### src/rtl/prog_loader_if.sv
// prog_loader_if: streamed program-download channel between the host/UART
// download path (master) and the program loader (slave).
//   dl_start  master->slave  begin a download, dl_base sampled same cycle
//   dl_base   master->slave  first write address / CPU entry address
//   dl_valid  master->slave  dl_data is valid
//   dl_ready  slave->master  loader accepts a word this cycle
//   dl_data   master->slave  instruction word
//   dl_last   master->slave  marks the final word of the image
interface prog_loader_if #(
  parameter int ADDR_WIDTH  = 8,
  parameter int INSTR_WIDTH = 16
);
  logic                   dl_start;
  logic [ADDR_WIDTH-1:0]  dl_base;
  logic                   dl_valid;
  logic                   dl_ready;
  logic [INSTR_WIDTH-1:0] dl_data;
  logic                   dl_last;

  modport master (
    output dl_start, dl_base, dl_valid, dl_data, dl_last,
    input  dl_ready
  );

  modport slave (
    input  dl_start, dl_base, dl_valid, dl_data, dl_last,
    output dl_ready
  );
endinterface

### src/rtl/prog_loader.sv
// prog_loader: instruction memory plus streamed program loader. A download
// starts at a latched base address, auto-increments, and keeps the CPU in
// reset until the image is complete and a short flush has elapsed.
//
// Optional feature macro: PROG_LOADER_CHECKSUM_EN. When defined, the word
// accepted with dl_last is a checksum (sum mod 2^INSTR_WIDTH of all earlier
// accepted words) and is not written; a mismatch aborts to IDLE.
//
// Ports:
//   clk, rst_n     clock, asynchronous active-low reset
//   dl             download channel (prog_loader_if.slave)
//   fetch_addr     CPU fetch address
//   fetch_data     registered instruction at fetch_addr (1-cycle latency)
//   cpu_run        CPU run enable, low holds the CPU in reset
//   entry_addr     latched dl_base, CPU reset PC
//   load_count     words written in the current/last load
//   err_overflow   sticky: write past DEPTH-1 attempted
//   err_checksum   sticky: checksum mismatch (0 without the macro)
//
// state | meaning
// IDLE  | no image running, CPU held in reset
// LOAD  | accepting words into memory
// FLUSH | image complete, counting down before release
// RUN   | CPU running from entry_addr
module prog_loader #(
  parameter int INSTR_WIDTH  = 16,
  parameter int DEPTH        = 256,
  parameter int ADDR_WIDTH   = $clog2(DEPTH),
  parameter int FLUSH_CYCLES = 2
) (
  input  logic                   clk,
  input  logic                   rst_n,
  prog_loader_if.slave           dl,
  input  logic [ADDR_WIDTH-1:0]  fetch_addr,
  output logic [INSTR_WIDTH-1:0] fetch_data,
  output logic                   cpu_run,
  output logic [ADDR_WIDTH-1:0]  entry_addr,
  output logic [ADDR_WIDTH:0]    load_count,
  output logic                   err_overflow,
  output logic                   err_checksum
);

  localparam int FW = $clog2(FLUSH_CYCLES + 1) + 1;

  typedef enum logic [1:0] {
    S_IDLE  = 2'd0,
    S_LOAD  = 2'd1,
    S_FLUSH = 2'd2,
    S_RUN   = 2'd3
  } state_t;

  state_t state_q, state_d;

  logic [INSTR_WIDTH-1:0] mem [DEPTH];

  // One extra MSB so the pointer can sit at DEPTH without wrapping.
  logic [ADDR_WIDTH:0]    ptr_q, ptr_d;
  logic [ADDR_WIDTH-1:0]  entry_q, entry_d;
  logic [ADDR_WIDTH:0]    count_q, count_d;
  logic                   ovf_q, ovf_d;
  logic [FW-1:0]          flush_q, flush_d;
  logic [INSTR_WIDTH-1:0] fetch_q;
  logic                   we;
  logic                   last_is_cks;

`ifdef PROG_LOADER_CHECKSUM_EN
  logic [INSTR_WIDTH-1:0] sum_q, sum_d;
  logic                   cks_q, cks_d;
`endif

  always_ff @(posedge clk or negedge rst_n) begin
    if (!rst_n) state_q <= S_IDLE;
    else        state_q <= state_d;
  end

  always_comb begin
    state_d     = state_q;
    ptr_d       = ptr_q;
    entry_d     = entry_q;
    count_d     = count_q;
    ovf_d       = ovf_q;
    flush_d     = flush_q;
    we          = 1'b0;
    last_is_cks = 1'b0;
`ifdef PROG_LOADER_CHECKSUM_EN
    sum_d       = sum_q;
    cks_d       = cks_q;
    last_is_cks = dl.dl_last;
`endif
    // dl_start restarts from any state and beats a coincident data word.
    if (dl.dl_start) begin
      state_d = S_LOAD;
      entry_d = dl.dl_base;
      ptr_d   = {1'b0, dl.dl_base};
      count_d = '0;
      ovf_d   = 1'b0;
`ifdef PROG_LOADER_CHECKSUM_EN
      sum_d   = '0;
      cks_d   = 1'b0;
`endif
    end else begin
      case (state_q)
        S_LOAD: begin
          if (dl.dl_valid) begin
            if (!last_is_cks) begin
              if (!ptr_q[ADDR_WIDTH]) begin
                we      = 1'b1;
                ptr_d   = ptr_q + 1'b1;
                count_d = count_q + 1'b1;
              end else begin
                ovf_d = 1'b1;
              end
`ifdef PROG_LOADER_CHECKSUM_EN
              // Dropped overflow words still count toward the sum.
              sum_d = sum_q + dl.dl_data;
`endif
            end
            if (dl.dl_last) begin
              state_d = S_FLUSH;
              flush_d = FW'(FLUSH_CYCLES);
`ifdef PROG_LOADER_CHECKSUM_EN
              if (sum_q != dl.dl_data) begin
                state_d = S_IDLE;
                cks_d   = 1'b1;
              end
`endif
            end
          end
        end
        S_FLUSH: begin
          if (flush_q == '0) state_d = S_RUN;
          else               flush_d = flush_q - 1'b1;
        end
        default: ;
      endcase
    end
  end

  always_ff @(posedge clk or negedge rst_n) begin
    if (!rst_n) begin
      ptr_q   <= '0;
      entry_q <= '0;
      count_q <= '0;
      ovf_q   <= 1'b0;
      flush_q <= '0;
      fetch_q <= '0;
`ifdef PROG_LOADER_CHECKSUM_EN
      sum_q   <= '0;
      cks_q   <= 1'b0;
`endif
    end else begin
      ptr_q   <= ptr_d;
      entry_q <= entry_d;
      count_q <= count_d;
      ovf_q   <= ovf_d;
      flush_q <= flush_d;
      fetch_q <= mem[fetch_addr];
`ifdef PROG_LOADER_CHECKSUM_EN
      sum_q   <= sum_d;
      cks_q   <= cks_d;
`endif
    end
  end

  // Memory contents survive reset.
  always_ff @(posedge clk) begin
    if (we) mem[ptr_q[ADDR_WIDTH-1:0]] <= dl.dl_data;
  end

  assign dl.dl_ready   = (state_q == S_LOAD);
  assign cpu_run       = (state_q == S_RUN);
  assign fetch_data    = fetch_q;
  assign entry_addr    = entry_q;
  assign load_count    = count_q;
  assign err_overflow  = ovf_q;
`ifdef PROG_LOADER_CHECKSUM_EN
  assign err_checksum  = cks_q;
`else
  assign err_checksum  = 1'b0;
`endif

endmodule

### src/flat_wrapper.sv
// flat-port wrapper written by rule: the top's interface ports become plain ports
module prog_loader_flat 
#(
  parameter int INSTR_WIDTH  = 16,
  parameter int DEPTH        = 256,
  parameter int ADDR_WIDTH   = $clog2(DEPTH),
  parameter int FLUSH_CYCLES = 2
)
  (clk, rst_n, fetch_addr, fetch_data, cpu_run, entry_addr, load_count, err_overflow, err_checksum, dl_dl_start, dl_dl_base, dl_dl_valid, dl_dl_data, dl_dl_last, dl_dl_ready);
  prog_loader_if #(.ADDR_WIDTH(ADDR_WIDTH), .INSTR_WIDTH(INSTR_WIDTH)) dl_i ();
  input  logic clk;
  input  logic rst_n;
  input  logic [ADDR_WIDTH-1:0] fetch_addr;
  output logic [INSTR_WIDTH-1:0] fetch_data;
  output logic cpu_run;
  output logic [ADDR_WIDTH-1:0] entry_addr;
  output logic [ADDR_WIDTH:0] load_count;
  output logic err_overflow;
  output logic err_checksum;
  input wire logic [$bits(dl_i.dl_start)-1:0] dl_dl_start;
  input wire logic [$bits(dl_i.dl_base)-1:0] dl_dl_base;
  input wire logic [$bits(dl_i.dl_valid)-1:0] dl_dl_valid;
  input wire logic [$bits(dl_i.dl_data)-1:0] dl_dl_data;
  input wire logic [$bits(dl_i.dl_last)-1:0] dl_dl_last;
  output wire logic [$bits(dl_i.dl_ready)-1:0] dl_dl_ready;
  assign dl_i.dl_start = dl_dl_start;
  assign dl_i.dl_base = dl_dl_base;
  assign dl_i.dl_valid = dl_dl_valid;
  assign dl_i.dl_data = dl_dl_data;
  assign dl_i.dl_last = dl_dl_last;
  assign dl_dl_ready = dl_i.dl_ready;
  prog_loader #(.INSTR_WIDTH(INSTR_WIDTH), .DEPTH(DEPTH), .ADDR_WIDTH(ADDR_WIDTH), .FLUSH_CYCLES(FLUSH_CYCLES)) u_core (.clk(clk), .rst_n(rst_n), .dl(dl_i), .fetch_addr(fetch_addr), .fetch_data(fetch_data), .cpu_run(cpu_run), .entry_addr(entry_addr), .load_count(load_count), .err_overflow(err_overflow), .err_checksum(err_checksum));
endmodule
### config.mk
export PLATFORM = sky130hd
export DESIGN_NAME = prog_loader_flat
export DESIGN_NICKNAME = d
export VERILOG_FILES = /design/src/rtl/prog_loader_if.sv /design/src/rtl/prog_loader.sv /design/src/flat_wrapper.sv
export SDC_FILE = /design/constraint.sdc
export NUM_CORES = 2
export LEC_CHECK = 0
export BUFFER_PORTS_ARGS = -buffer_cell sky130_fd_sc_hd__buf_2
export CAP_MARGIN = 20
export CELL_PAD_IN_SITES_DETAIL_PLACEMENT = 0
export CELL_PAD_IN_SITES_GLOBAL_PLACEMENT = 1
export CORE_MARGIN = 4
export CORE_UTILIZATION = 25
export DETAILED_ROUTE_END_ITERATION = 10
export PLACE_DENSITY_LB_ADDON = 0.1
export SLEW_MARGIN = 20
export SYNTH_ARGS = -nofsm -noshare
export SYNTH_HDL_FRONTEND = slang
export SYNTH_SLANG_ARGS = --single-unit
### constraint.sdc
create_clock -name clk -period 3.31 [get_ports clk]
set_input_delay 0.1655 -clock clk [delete_from_list [all_inputs] [get_ports clk]]
set_output_delay 0.1655 -clock clk [all_outputs]
set_load 0.01 [all_outputs]
==> impl_metrics.ini <==
[run_status]
status = finished, final reports clean

[cts]
cts-root-buf = clkbuf_16
clock_path_buffers = 4
cts.sinks = 4144
insertion_delay_ns = 1.03
cts.htree.levels = 5
clkSlewWorstSetupHoldPaths_ns = 0.06
cts_made_buffers = 476
cts_tree = yes

[sta]
worst_slew_pin_slew_ns = 1.23
skew_ns = 0.0480
whs_ns = 0.130
slew-limit-headroom_pct = 18.0
hold_viol_final = 0
fin_setup_tns_ns = 0
max_freq_mhz = 327
fin_crit_sh_pct = 92.4
rsz0062_at_grt = no
layout_min_cycle_time_ns = 3.06
finalMaxSlewViolations = 0
setup_viol = 0

[synthesis]
ys_seq_area_share_pct = 77.3
synth.top_cell.area_share_pct = 76.5
synth_edf_count = 4096
synth-seq-cells = 4144
ys_types = 77
synthArstFlopShare_pct = 1.16
syn_area_mm2 = 0.161
synthFlopType = edfxtp_1
synth_warnings = 0
yosys-top-cells-area = edfxtp_1 77%, mux4_2 12%, mux2i_1 2.6%, nor2_1 0.95%, dfrtp_1 0.75%
yosysTopAreaCell = edfxtp_1
syn_nets = 7609
syn_inst = 7565
syn_area_per_cell_um2 = 21.2

[floorplanning]
die_h_um = 810
die_w_um = 810
fp-row-count = 294
coreArea_mm2 = 0.641
boundaryPins = 74
die-area_mm2 = 0.656
start_util_pct = 25.1

[layout]
multiInputGateArea_mm2 = 0.0342
syn2layout_area_growth_pct = 21.5
post-route-util_pct = 30.5
regArea_mm2 = 0.124
fin_cells = 17700
fillers = 62400
drive_gt1_share_pct = 31.7
nets = 8743
stdcell_area_mm2 = 0.195

[power_and_ir_drop]
p_clk_share_pct = 44.1
leakage_nw = 61.9
intPower_mw = 89.5
combPwrFrac_pct = 5.8
seqPwrFrac_pct = 50.0
power-per-cell-area_mw_per_mm2 = 594
swShare_pct = 22.8
ir_worst_vdd_uv = 422
power.switching_mw = 26.5

[detailed_routing]
first_pass_iters = 5
drt_iter0_drc = 6914
viasPerCell = 4.62
wire_per_inst_um = 31.4
routed_wl_um = 556000
drt.antenna.violating_nets = 0
vias = 81800
drc = 0

[worst_setup_path]
startpoint_type = primary input
r2r_start = u_core.state_q[1]
cp.arrival_ns = 3.99
reg2regPathDepth = 9
startpoint = fetch_addr[5]
path_cells = dlygate4sd3_1 > buf_4 > buf_4 > nand2_1 > o22ai_1 > nor3_1 > buf_4 > or2_0 > buf_4 > nor4_1
critPathMaxFanout = 14
cp-endpoint = u_core.fetch_data[1]
endpoint_kind = register
rr_endpoint = u_core.mem[122][6]
critPathKind = primary input to register
crit_required_ns = 4.24
worst_path_most_repeated_cell = buf_4
cp_slowest_cell = o22ai_1
slowest_delay_ns = 0.81
r2r_slack_ns = 0.27

[placement]
port_buffers = 72
dp_cells = 16800
dp.final_hpwl_um = 354000
gp_congestion = 0.787
place_area_mm2 = 0.180

[grt]
grt_pass1_wl_um = 758000
grt_pass1_vias = 85300
antenna_found_initial = 33
grt_start_max_net_pins = 145
overflow = 0
grtUsageTotal_pct = 16.6

[flow_run]
cap_violations = 0

[worst_hold_path]
holdCritPathClass = primary input to register
power by group through the flow:
stage          logic [mW]  clock network [mW]  registers [mW]
2_1_floorplan        2.90                   0            58.9
3_3_place_gp         6.88                   0            59.1
3_5_place_dp         6.93                   0            59.1
4_1_cts              7.00                52.9            58.0
5_1_grt              7.21                55.1            58.0
6_report             6.78                51.2            58.0
metal layers:
layer / GRT usage, % / vias up / part of all wire (%)
met5: 0 / - / 0.0038
met4: 3.08 / 4 / 1.9
met1: 24.1 / 45200 / 47
met3: 2.02 / 546 / 4.0
li1: - / 34300 / -
met2: 26.9 / 1763 / 47
cell usage after synthesis (all sizes together) (15+ instances only):
cell type	number
a211oi	32
edfxtp	4096
dfrtp	48
nand2	138
nor3	86
inv	20
nor2b	15
nor2	409
o221ai	108
o22ai	144
a221oi	80
mux2i	418
nor4	27
a22oi	64
buf	258
nand3	19
a22o	28
mux4	861
nand4	24
mux2	65
clkbuf	192
a21oi	141
o21ai	126
kinds of logic (layout without fill, tap and decap cells):
logic type | count (synthesis) | count (layout) | share of synthesized area (%)
AO/OA/AOI/OAI | 800 | 800 | 3.43
AND/OR/NAND/NOR | 785 | 785 | 2.16
flip-flops | 4144 | 4144 | 77.3
multiplexers | 1344 | 1344 | 15.2
XOR/XNOR | 13 | 13 | 0.0709
adder cells (fa/ha/maj) | 7 | 7 | 0.0545
other | 1 | 24 | 0.00233
buffers and inverters | 471 | 2012 | 1.84
final cells by class:
type                            count  share of cell area (%)
Antenna cell                       23                  0.0295
Clock buffer                      568                    6.33
Clock inverter                    317                    1.40
Inverter                           20                  0.0474
Multi-Input combinational cell   2950                    17.5
Sequential cell                  4144                    63.6
Tap cell                         8584                    5.50
Timing Repair Buffer             1107                    5.55
worst max-delay path, delay by kind of cell:
kind	cells	cell delay [ns]
simple gates	4	1.18
compound gates	1	0.81
buf+inv	5	1.73
registers in the layout, summed over array words and instances (netlist names):
name	count
u_core.fetch_data	16
u_core.entry_addr	8
u_core.load_count	9
u_core.ptr_q	9
u_core.err_overflow	1
u_core.mem	4096
u_core.flush_q	3
u_core.state_q	2
placed cells by master (no fill, tap or decap), types with 23 or more instances in the layout:
cell type,n
nor4_1,27
mux4_2,850
buf_4,803
o221ai_1,108
a21oi_1,140
nand4_1,24
nor2_1,206
dfrtp_1,48
mux2_2,65
o21ai_0,126
a22oi_1,64
edfxtp_1,4096
nand2_1,122
o22ai_1,144
a211oi_1,31
dlygate4sd3_1,45
nor2_2,201
diode_2,23
a221oi_1,80
bufinv_16,35
a22o_1,28
clkbuf_16,478
clkinv_2,97
clkbuf_1,85
buf_12,189
buf_2,49
nor3_1,83
clkinv_1,142
mux2i_1,418
stage by stage:
| stage | setup WS (ns) | power, mW |
|---|---|---|
| floorplan | 0.654 | 61.8 |
| global placement | -1.18 | 66.0 |
| detailed placement | -0.598 | 66.0 |
| CTS | 0.136 | 118 |
| global route | 0.0442 | 120 |
| finish | 0.250 | 116 |
repair_timing:
action,in CTS,in global routing
hold buffers,46,0
hold endpoints to repair,2929,0
setup endpoints to repair,10,24
gates resized for setup,1,1
buffers inserted,0,0
how the worst min path moves through the flow:
stage | to | cells after the start | slack (ns) | start
6_report | u_core.fetch_data[11] | 6 | 0.13 | fetch_addr[4]
5_1_grt | u_core.fetch_data[11] | 6 | 0.1 | fetch_addr[4]
4_1_cts | u_core.fetch_data[11] | 6 | 0.003 | fetch_addr[4]
3_5_place_dp | u_core.fetch_data[10] | 1 | 0.29 | rst_n
3_3_place_gp | u_core.fetch_data[10] | 1 | 0.28 | rst_n
2_1_floorplan | u_core.entry_addr[0] | 0 | -0.13 | rst_n
Power figures use the tool's default switching activity.
